**src/rtl/i2c_wb_fifo_bridge_pkg.sv**
```systemverilog
// ---------------------------------------------------------------------------
// i2c_wb_fifo_bridge_pkg
//  Shared definitions for the Wishbone <-> i2c byte-engine FIFO bridge:
//  register offsets, CTRL / STATUS / IRQ_EN bit positions and a helper that
//  classifies read-only registers.
// ---------------------------------------------------------------------------
package i2c_wb_fifo_bridge_pkg;

  // Register offsets (wb_adr_i[2:0])
  typedef enum logic [2:0] {
    REG_CTRL    = 3'd0,
    REG_STATUS  = 3'd1,
    REG_TXDATA  = 3'd2,
    REG_RXDATA  = 3'd3,
    REG_IRQ_EN  = 3'd4,
    REG_RX_THR  = 3'd5,
    REG_LEVEL   = 3'd6,
    REG_IRQ_CLR = 3'd7
  } reg_addr_e;

  // CTRL bits
  localparam int CTRL_CORE_EN  = 0;
  localparam int CTRL_FLUSH_TX = 1;
  localparam int CTRL_FLUSH_RX = 2;

  // STATUS bits (IRQ_CLR reuses the ovf positions)
  localparam int ST_TX_FULL  = 0;
  localparam int ST_TX_EMPTY = 1;
  localparam int ST_RX_FULL  = 2;
  localparam int ST_RX_EMPTY = 3;
  localparam int ST_TX_OVF   = 4;
  localparam int ST_RX_OVF   = 5;
  localparam int ST_IRQ      = 6;

  // IRQ_EN bits
  localparam int IRQ_RX_THR   = 0;
  localparam int IRQ_TX_EMPTY = 1;
  localparam int IRQ_OVF      = 2;

  function automatic logic is_ro_reg(reg_addr_e a);
    return (a == REG_STATUS) || (a == REG_RXDATA) || (a == REG_LEVEL);
  endfunction

endpackage

```
**src/rtl/i2c_sync_fifo.sv**
```systemverilog
// ---------------------------------------------------------------------------
// i2c_sync_fifo
//  Single-clock byte FIFO with first-word-fall-through head output.
//  A push is accepted when not full, or when a pop happens in the same cycle.
//  Flush empties the FIFO on the next edge and overrides push/pop.
// Ports:
//  clk, rst_n   clock, asynchronous active-low reset
//  push/push_data, pop, flush   control
//  head_data    entry at read pointer (undefined when empty)
//  full, empty, count           status
//  ovf          push refused because full (single-cycle, combinational)
// ---------------------------------------------------------------------------
module i2c_sync_fifo #(
  parameter int DW    = 8,
  parameter int DEPTH = 8
) (
  input  logic                       clk,
  input  logic                       rst_n,
  input  logic                       push,
  input  logic [DW-1:0]              push_data,
  input  logic                       pop,
  input  logic                       flush,
  output logic [DW-1:0]              head_data,
  output logic                       full,
  output logic                       empty,
  output logic [$clog2(DEPTH):0]     count,
  output logic                       ovf
);

  localparam int AW    = $clog2(DEPTH);
  localparam int CNT_W = AW + 1;

  logic [DW-1:0]    mem [DEPTH];
  logic [AW-1:0]    wr_ptr, rd_ptr;
  logic [CNT_W-1:0] count_q;
  logic             pop_ok, push_ok;

  assign empty   = (count_q == '0);
  assign full    = (count_q == CNT_W'(DEPTH));
  assign pop_ok  = pop & ~empty;
  assign push_ok = push & (~full | pop_ok);
  assign ovf     = push & ~push_ok & ~flush;

  assign count     = count_q;
  assign head_data = mem[rd_ptr];

  // NOTE: the storage array has no reset; pointers and count define validity,
  // so resetting the data would only cost flops and reset routing.
  always_ff @(posedge clk) begin
    if (push_ok && !flush) mem[wr_ptr] <= push_data;
  end

  // Pointers wrap naturally because DEPTH is a power of two.
  always_ff @(posedge clk or negedge rst_n) begin
    if (!rst_n) begin
      wr_ptr  <= '0;
      rd_ptr  <= '0;
      count_q <= '0;
    end else if (flush) begin
      wr_ptr  <= '0;
      rd_ptr  <= '0;
      count_q <= '0;
    end else begin
      if (push_ok) wr_ptr <= wr_ptr + 1'b1;
      if (pop_ok)  rd_ptr <= rd_ptr + 1'b1;
      case ({push_ok, pop_ok})
        2'b10:   count_q <= count_q + 1'b1;
        2'b01:   count_q <= count_q - 1'b1;
        default: count_q <= count_q;
      endcase
    end
  end

endmodule

```
**src/rtl/i2c_wb_fifo_bridge.sv**
```systemverilog
// ---------------------------------------------------------------------------
// i2c_wb_fifo_bridge
//  Wishbone slave register bank with TX/RX byte FIFOs in front of an i2c byte
//  engine. Sticky overflow flags and a registered, masked interrupt.
//  Optional macro I2C_WB_ERR_EN: illegal accesses (addr>7, write to a
//  read-only register, read of TXDATA) answer with wb_err_o and have no side
//  effects. Without it they are acked, writes ignored, reads return 0.
// Ports:
//  wb_clk_i, wb_rst_i (async, active-low)
//  wb_adr_i/dat_i/dat_o/we_i/stb_i/cyc_i/ack_o/err_o   Wishbone slave
//  irq_o        interrupt to processor
//  core_en_o    engine enable
//  tx_data_o/tx_valid_o/tx_ready_i   TX byte stream to the engine
//  rx_data_i/rx_valid_i              RX byte push from the engine
// Bus timing: ack rises one cycle after stb&cyc; the access takes effect on
// the edge that ends the ack cycle, and wb_dat_o is valid during ack.
// ---------------------------------------------------------------------------
module i2c_wb_fifo_bridge
  import i2c_wb_fifo_bridge_pkg::*;
#(
  parameter int ADDR_W     = 8,
  parameter int DW         = 8,
  parameter int FIFO_DEPTH = 8
) (
  input  logic              wb_clk_i,
  input  logic              wb_rst_i,
  input  logic [ADDR_W-1:0] wb_adr_i,
  input  logic [DW-1:0]     wb_dat_i,
  output logic [DW-1:0]     wb_dat_o,
  input  logic              wb_we_i,
  input  logic              wb_stb_i,
  input  logic              wb_cyc_i,
  output logic              wb_ack_o,
  output logic              wb_err_o,
  output logic              irq_o,
  output logic              core_en_o,
  output logic [DW-1:0]     tx_data_o,
  output logic              tx_valid_o,
  input  logic              tx_ready_i,
  input  logic [DW-1:0]     rx_data_i,
  input  logic              rx_valid_i
);

  localparam int CNT_W = $clog2(FIFO_DEPTH) + 1;

  logic             ack_q, err_q;
  logic             core_en_q, tx_ovf_q, rx_ovf_q, irq_q;
  logic [2:0]       irq_en_q;
  logic [CNT_W-1:0] rx_thr_q;

  logic [DW-1:0]    tx_head, rx_head;
  logic             tx_full, tx_empty, rx_full, rx_empty;
  logic [CNT_W-1:0] tx_cnt, rx_cnt;
  logic             tx_ovf_set, rx_ovf_set;

  // ---------------- bus decode ----------------
  reg_addr_e reg_sel;
  logic      adr_hi, req, acc, wr, rd;

  assign reg_sel = reg_addr_e'(wb_adr_i[2:0]);
  assign adr_hi  = |wb_adr_i[ADDR_W-1:3];
  assign req     = wb_stb_i & wb_cyc_i & ~ack_q & ~err_q;
  // Side effects happen at the end of the ack cycle, while the master still
  // holds address and data.
  assign acc     = ack_q & wb_stb_i & wb_cyc_i;
  assign wr      = acc & wb_we_i & ~adr_hi;
  assign rd      = acc & ~wb_we_i & ~adr_hi;

`ifdef I2C_WB_ERR_EN
  logic bad;
  assign bad = adr_hi
             | ( wb_we_i & is_ro_reg(reg_sel))
             | (~wb_we_i & (reg_sel == REG_TXDATA));

  always_ff @(posedge wb_clk_i or negedge wb_rst_i) begin
    if (!wb_rst_i) begin
      ack_q <= 1'b0;
      err_q <= 1'b0;
    end else begin
      ack_q <= req & ~bad;
      err_q <= req & bad;
    end
  end
`else
  assign err_q = 1'b0;

  always_ff @(posedge wb_clk_i or negedge wb_rst_i) begin
    if (!wb_rst_i) ack_q <= 1'b0;
    else           ack_q <= req;
  end
`endif

  assign wb_ack_o = ack_q;
  assign wb_err_o = err_q;

  // ---------------- FIFO control ----------------
  logic wr_ctrl, wr_tx, wr_clr, rd_rx;
  logic tx_push, tx_pop, tx_flush, rx_push, rx_pop, rx_flush;

  assign wr_ctrl = wr & (reg_sel == REG_CTRL);
  assign wr_tx   = wr & (reg_sel == REG_TXDATA);
  assign wr_clr  = wr & (reg_sel == REG_IRQ_CLR);
  assign rd_rx   = rd & (reg_sel == REG_RXDATA);

  // A disabled core keeps both FIFOs flushed.
  assign tx_flush = (wr_ctrl & wb_dat_i[CTRL_FLUSH_TX]) | ~core_en_q;
  assign rx_flush = (wr_ctrl & wb_dat_i[CTRL_FLUSH_RX]) | ~core_en_q;
  assign tx_push  = wr_tx & core_en_q;
  assign tx_pop   = tx_valid_o & tx_ready_i;
  assign rx_push  = rx_valid_i & core_en_q;
  assign rx_pop   = rd_rx;

  i2c_sync_fifo #(.DW(DW), .DEPTH(FIFO_DEPTH)) u_tx_fifo (
    .clk       (wb_clk_i),
    .rst_n     (wb_rst_i),
    .push      (tx_push),
    .push_data (wb_dat_i),
    .pop       (tx_pop),
    .flush     (tx_flush),
    .head_data (tx_head),
    .full      (tx_full),
    .empty     (tx_empty),
    .count     (tx_cnt),
    .ovf       (tx_ovf_set)
  );

  i2c_sync_fifo #(.DW(DW), .DEPTH(FIFO_DEPTH)) u_rx_fifo (
    .clk       (wb_clk_i),
    .rst_n     (wb_rst_i),
    .push      (rx_push),
    .push_data (rx_data_i),
    .pop       (rx_pop),
    .flush     (rx_flush),
    .head_data (rx_head),
    .full      (rx_full),
    .empty     (rx_empty),
    .count     (rx_cnt),
    .ovf       (rx_ovf_set)
  );

  assign core_en_o  = core_en_q;
  assign tx_valid_o = ~tx_empty & core_en_q;
  // Gate the head so the uninitialised storage never reaches the pins.
  assign tx_data_o  = tx_empty ? '0 : tx_head;

  // ---------------- registers ----------------
  logic [2:0] irq_src;

  always_comb begin
    irq_src               = '0;
    irq_src[IRQ_RX_THR]   = (rx_cnt >= rx_thr_q) && (rx_cnt != '0);
    irq_src[IRQ_TX_EMPTY] = tx_empty;
    irq_src[IRQ_OVF]      = tx_ovf_q | rx_ovf_q;
  end

  // NOTE: state registers use non-blocking assignments only; later
  // assignments in the block deliberately override earlier ones.
  always_ff @(posedge wb_clk_i or negedge wb_rst_i) begin
    if (!wb_rst_i) begin
      core_en_q <= 1'b0;
      irq_en_q  <= '0;
      rx_thr_q  <= '0;
      tx_ovf_q  <= 1'b0;
      rx_ovf_q  <= 1'b0;
      irq_q     <= 1'b0;
    end else begin
      if (wr_ctrl) core_en_q <= wb_dat_i[CTRL_CORE_EN];
      if (wr && reg_sel == REG_IRQ_EN) irq_en_q <= wb_dat_i[2:0];
      if (wr && reg_sel == REG_RX_THR) rx_thr_q <= wb_dat_i[CNT_W-1:0];
      // Clear first, set last: a same-cycle set wins.
      if (wr_clr && wb_dat_i[ST_TX_OVF]) tx_ovf_q <= 1'b0;
      if (wr_clr && wb_dat_i[ST_RX_OVF]) rx_ovf_q <= 1'b0;
      if (tx_ovf_set) tx_ovf_q <= 1'b1;
      if (rx_ovf_set) rx_ovf_q <= 1'b1;
      irq_q <= |(irq_en_q & irq_src);
    end
  end

  assign irq_o = irq_q;

  // ---------------- read mux ----------------
  logic [DW-1:0] rdata;

  // NOTE: every combinational output gets a default first so no path infers
  // a latch.
  always_comb begin
    rdata = '0;
    case (reg_sel)
      REG_CTRL:   rdata[CTRL_CORE_EN] = core_en_q;
      REG_STATUS: begin
        rdata[ST_TX_FULL]  = tx_full;
        rdata[ST_TX_EMPTY] = tx_empty;
        rdata[ST_RX_FULL]  = rx_full;
        rdata[ST_RX_EMPTY] = rx_empty;
        rdata[ST_TX_OVF]   = tx_ovf_q;
        rdata[ST_RX_OVF]   = rx_ovf_q;
        rdata[ST_IRQ]      = irq_q;
      end
      REG_RXDATA: rdata = rx_empty ? '0 : rx_head;
      REG_IRQ_EN: rdata[2:0] = irq_en_q;
      REG_RX_THR: rdata[CNT_W-1:0] = rx_thr_q;
      REG_LEVEL:  rdata[7:0] = {4'(tx_cnt), 4'(rx_cnt)};
      default:    rdata = '0;
    endcase
  end

  assign wb_dat_o = (ack_q && !adr_hi) ? rdata : '0;

endmodule

```
**config.mk**
```make
export PLATFORM = sky130hd
export DESIGN_NAME = i2c_wb_fifo_bridge
export DESIGN_NICKNAME = d
export VERILOG_FILES = /design/src/rtl/i2c_wb_fifo_bridge_pkg.sv /design/src/rtl/i2c_sync_fifo.sv /design/src/rtl/i2c_wb_fifo_bridge.sv
export SDC_FILE = /design/constraint.sdc
export NUM_CORES = 1
export LEC_CHECK = 0
export CAP_MARGIN = 10
export CORE_UTILIZATION = 55
export CTS_BUF_LIST = sky130_fd_sc_hd__clkbuf_16
export DETAILED_ROUTE_END_ITERATION = 8
export PLACE_DENSITY = 0.85
export SYNTH_ARGS = -nofsm -noshare
export SYNTH_HDL_FRONTEND = slang
export SYNTH_SLANG_ARGS = --single-unit
export TNS_END_PERCENT = 30
```
**constraint.sdc**
```tcl
create_clock -name wb_clk_i -period 6.1 [get_ports wb_clk_i]
set_input_delay 1.22 -clock wb_clk_i [delete_from_list [all_inputs] [get_ports wb_clk_i]]
set_output_delay 1.22 -clock wb_clk_i [all_outputs]
set_load 0.1 [all_outputs]
```
==> run metrics <==
status finished, final reports clean; critical setup path kind in2out; Slew HR 25.9%; Overflow after GRT 0; final setup vio count 0; slowest CP cell clkdlybuf4s50_1; CTS buffer count 17; crit-path cells clkdlybuf4s50_1, nand3b_1, nor2_1, a22oi_1, a221oi_1, buf_4; Simple-Gate Fraction of Synth Area 10.5%; first-pass GRT wire length 24200 µm; Die Y 116 µm; Synth Area in XOR/XNOR 1.22%; Cells after Synth 462; vias per std cell 6.16; Pwr Density 282 nW/µm²; leakage power 2.87 nW; commonest non-fill, non-tap cell in the layout edfxtp_1; most frequent cells in the layout edfxtp_1 (128), clkdlybuf4s50_1 (42), nor2_1 (40); Worst Setup Start Kind input port; Ys Warns 0; synthesized net count 505; final wirelength 15600 µm; area grow syn2layout 18.2%; row count 41; Hold Vio Cnt, Final 0; largest net degree at the start of global routing 33; die width 116 µm; Hold Buf Count CTS 0; RSZ-0062 raised after global routing no; CP max stage delay 0.76 ns; CP Buf/Inv Count 2; Synth cell types 58; vias in the first global route 4422; PortBufs 50; wire per inst 22.3 µm; hpwl dp 10100 µm; Mapped Area 7160 µm²; proportion of synthesized chip area in sequential cells 64.8%; drc violations 0; max_cap viols 0; top_reg_cell synth edfxtp_1; setup TNS 0 ns; post-synthesis mux area share 14.3%; synth top area cells edfxtp_1 (54%), dfrtp_1 (11%), mux4_2 (10%); layout cells sized above 1 20.2%; CP Launch Point wb_adr_i[1]; All-Layer GR Usage 25.5%; Via Count 4315; required time worst endpoint 4.88 ns; antenna violations before repair 0; syn_area_per_cell 15.5 µm²; CTS tree built; Crit path arrival time 3.73 ns; number of synthesized flops with an enable pin 128; post-CTS setup buffer count 0; CP max FO 13; initial DRC count 502; area of the die 13500 µm²; Sinks on Clock Net 160; post-synthesis compound-gate area fraction 5.01%; gpl congestion 0.851; HP Start wb_ack_o; Synth Register Bits 160; CTS Root Cell clkbuf_16; Initial Util 56.5%; ANT nets after route 0; Synth area leader edfxtp_1; hold_ws 0.468 ns; fmax 202 MHz; H-tree depth 4; worst min path class reg2reg; ANT cells 0; final clock skew 0.00978 ns; async set-or-reset flop fraction in the synthesized netlist 20.0%; Post-DP Area 7830 µm²; Register Area 4640 µm²; Yosys top cell area share 53.7%; Pre-antenna DRT Iters 7; # resized after CTS 0; clock latency on the worst-skew pair 0.43 ns; final core occ 66.8%; largest family of logic cells by synthesized area multiplexers; fillers 838; Slew Viols, Final 0; total power 2.39 mW; CP delay by family, top buffers and inverters; Multi-input gate area 2400 µm²; Max Buffers Root-to-Sink 2; CORE AREA 12700 µm²; crit path time final 4.95 ns; Finished Cell Area 8470 µm²; Clock transition at path regs 0.06 ns; CP Capture Type primary output; Post-Synth Adder-Cell Area 2.20%; Reg-to-Reg Start core_en_o; Max VDD drop 0.261 mV; Period Utilization, post-route 81.2%; I/O pin total 52; nets 559; worst slew pin tran 1.11 ns
[cells by family (layout without fill, tap and decap cells)]
kind of cell,Yosys count,after routing
adders and majority gates,12,12
DFF,160,160
other,1,1
muxes,61,61
AOI/OAI and AO/OA,52,52
and+or+nand+nor,135,135
xor gates and xnor gates,10,10
buffers and inverters,31,98
[synthesized netlist by cell type (2+ instances only)]
library cell,number
a211oi_1,3
a21o_1,4
a21oi_1,11
a221oi_1,2
a222oi_1,4
a22oi_1,2
and2_1,2
buf_1,8
buf_2,3
buf_4,2
clkbuf_1,9
dfrtp_1,32
edfxtp_1,128
ha_1,11
inv_1,8
mux2_2,13
mux2i_1,16
mux4_2,32
nand2_1,31
nand2b_1,11
nand3_1,8
nand3b_1,2
nor2_1,40
nor2b_1,3
nor3_1,9
nor3_2,2
nor3b_1,3
nor4_1,6
nor4b_4,2
o211ai_1,3
o21ai_0,13
or4_1,3
or4_4,2
or4b_2,2
xnor2_1,5
xor2_1,5
[per-layer routing]
metal,vias to the layer above,wire (µm),GRT usage (%)
met2,222,7940,42.3
met1,2145,5970,31.2
li1,1914,-,-
met5,-,0,0
met3,34,1240,7.94
met4,0,462,11.2
[registers in the layout, indices dropped and copies added (netlist names), 3 cells and up]
signal	flops
irq_en_q	3
rx_thr_q	4
u_rx_fifo.count	4
u_rx_fifo.mem	64
u_rx_fifo.rd_ptr	3
u_rx_fifo.wr_ptr	3
u_tx_fifo.count	4
u_tx_fifo.mem	64
u_tx_fifo.rd_ptr	3
u_tx_fifo.wr_ptr	3
[stage by stage]
stage / std cells / setup WS, ns
floorplan: 462 / 0.408
global placement: 669 / 1.36
detailed placement: 669 / 1.32
CTS: 701 / 1.26
global route: 701 / 1.03
finish: 701 / 1.15
[where the power goes]
group          leakage (nW)  internal [mW]  switching (mW)
combinational         0.969         0.0232          0.0383
sequential             1.58           1.18        0.000649
clock                 0.316          0.725           0.423
total                  2.87           1.93           0.462
[path summary, 6_finish.rpt]
check / end / slack (ns) / cells past startpoint
setup / recovery: wb_dat_o[0] / 1.15 / 6
hold / removal: wb_ack_o / 0.47 / 1
setup reg to reg: u_tx_fifo.count[3] / 2.76 / 10
hold reg to reg: wb_ack_o / 0.47 / 1
max in group asynchronous: u_tx_fifo.count[1] / 4.58 / 2
min in group asynchronous: u_rx_fifo.wr_ptr[2] / 1.20 / 2
[cell type report]
class	count	share of cell area, %
clock buffers	17	5.02
clock inverters	15	2.57
inverters	8	0.355
multi-input cells	271	28.3
flip-flops and latches	160	54.8
well taps	172	2.54
repair buffers	58	6.38
No activity file was read; power rests on OpenSTA's default activity.
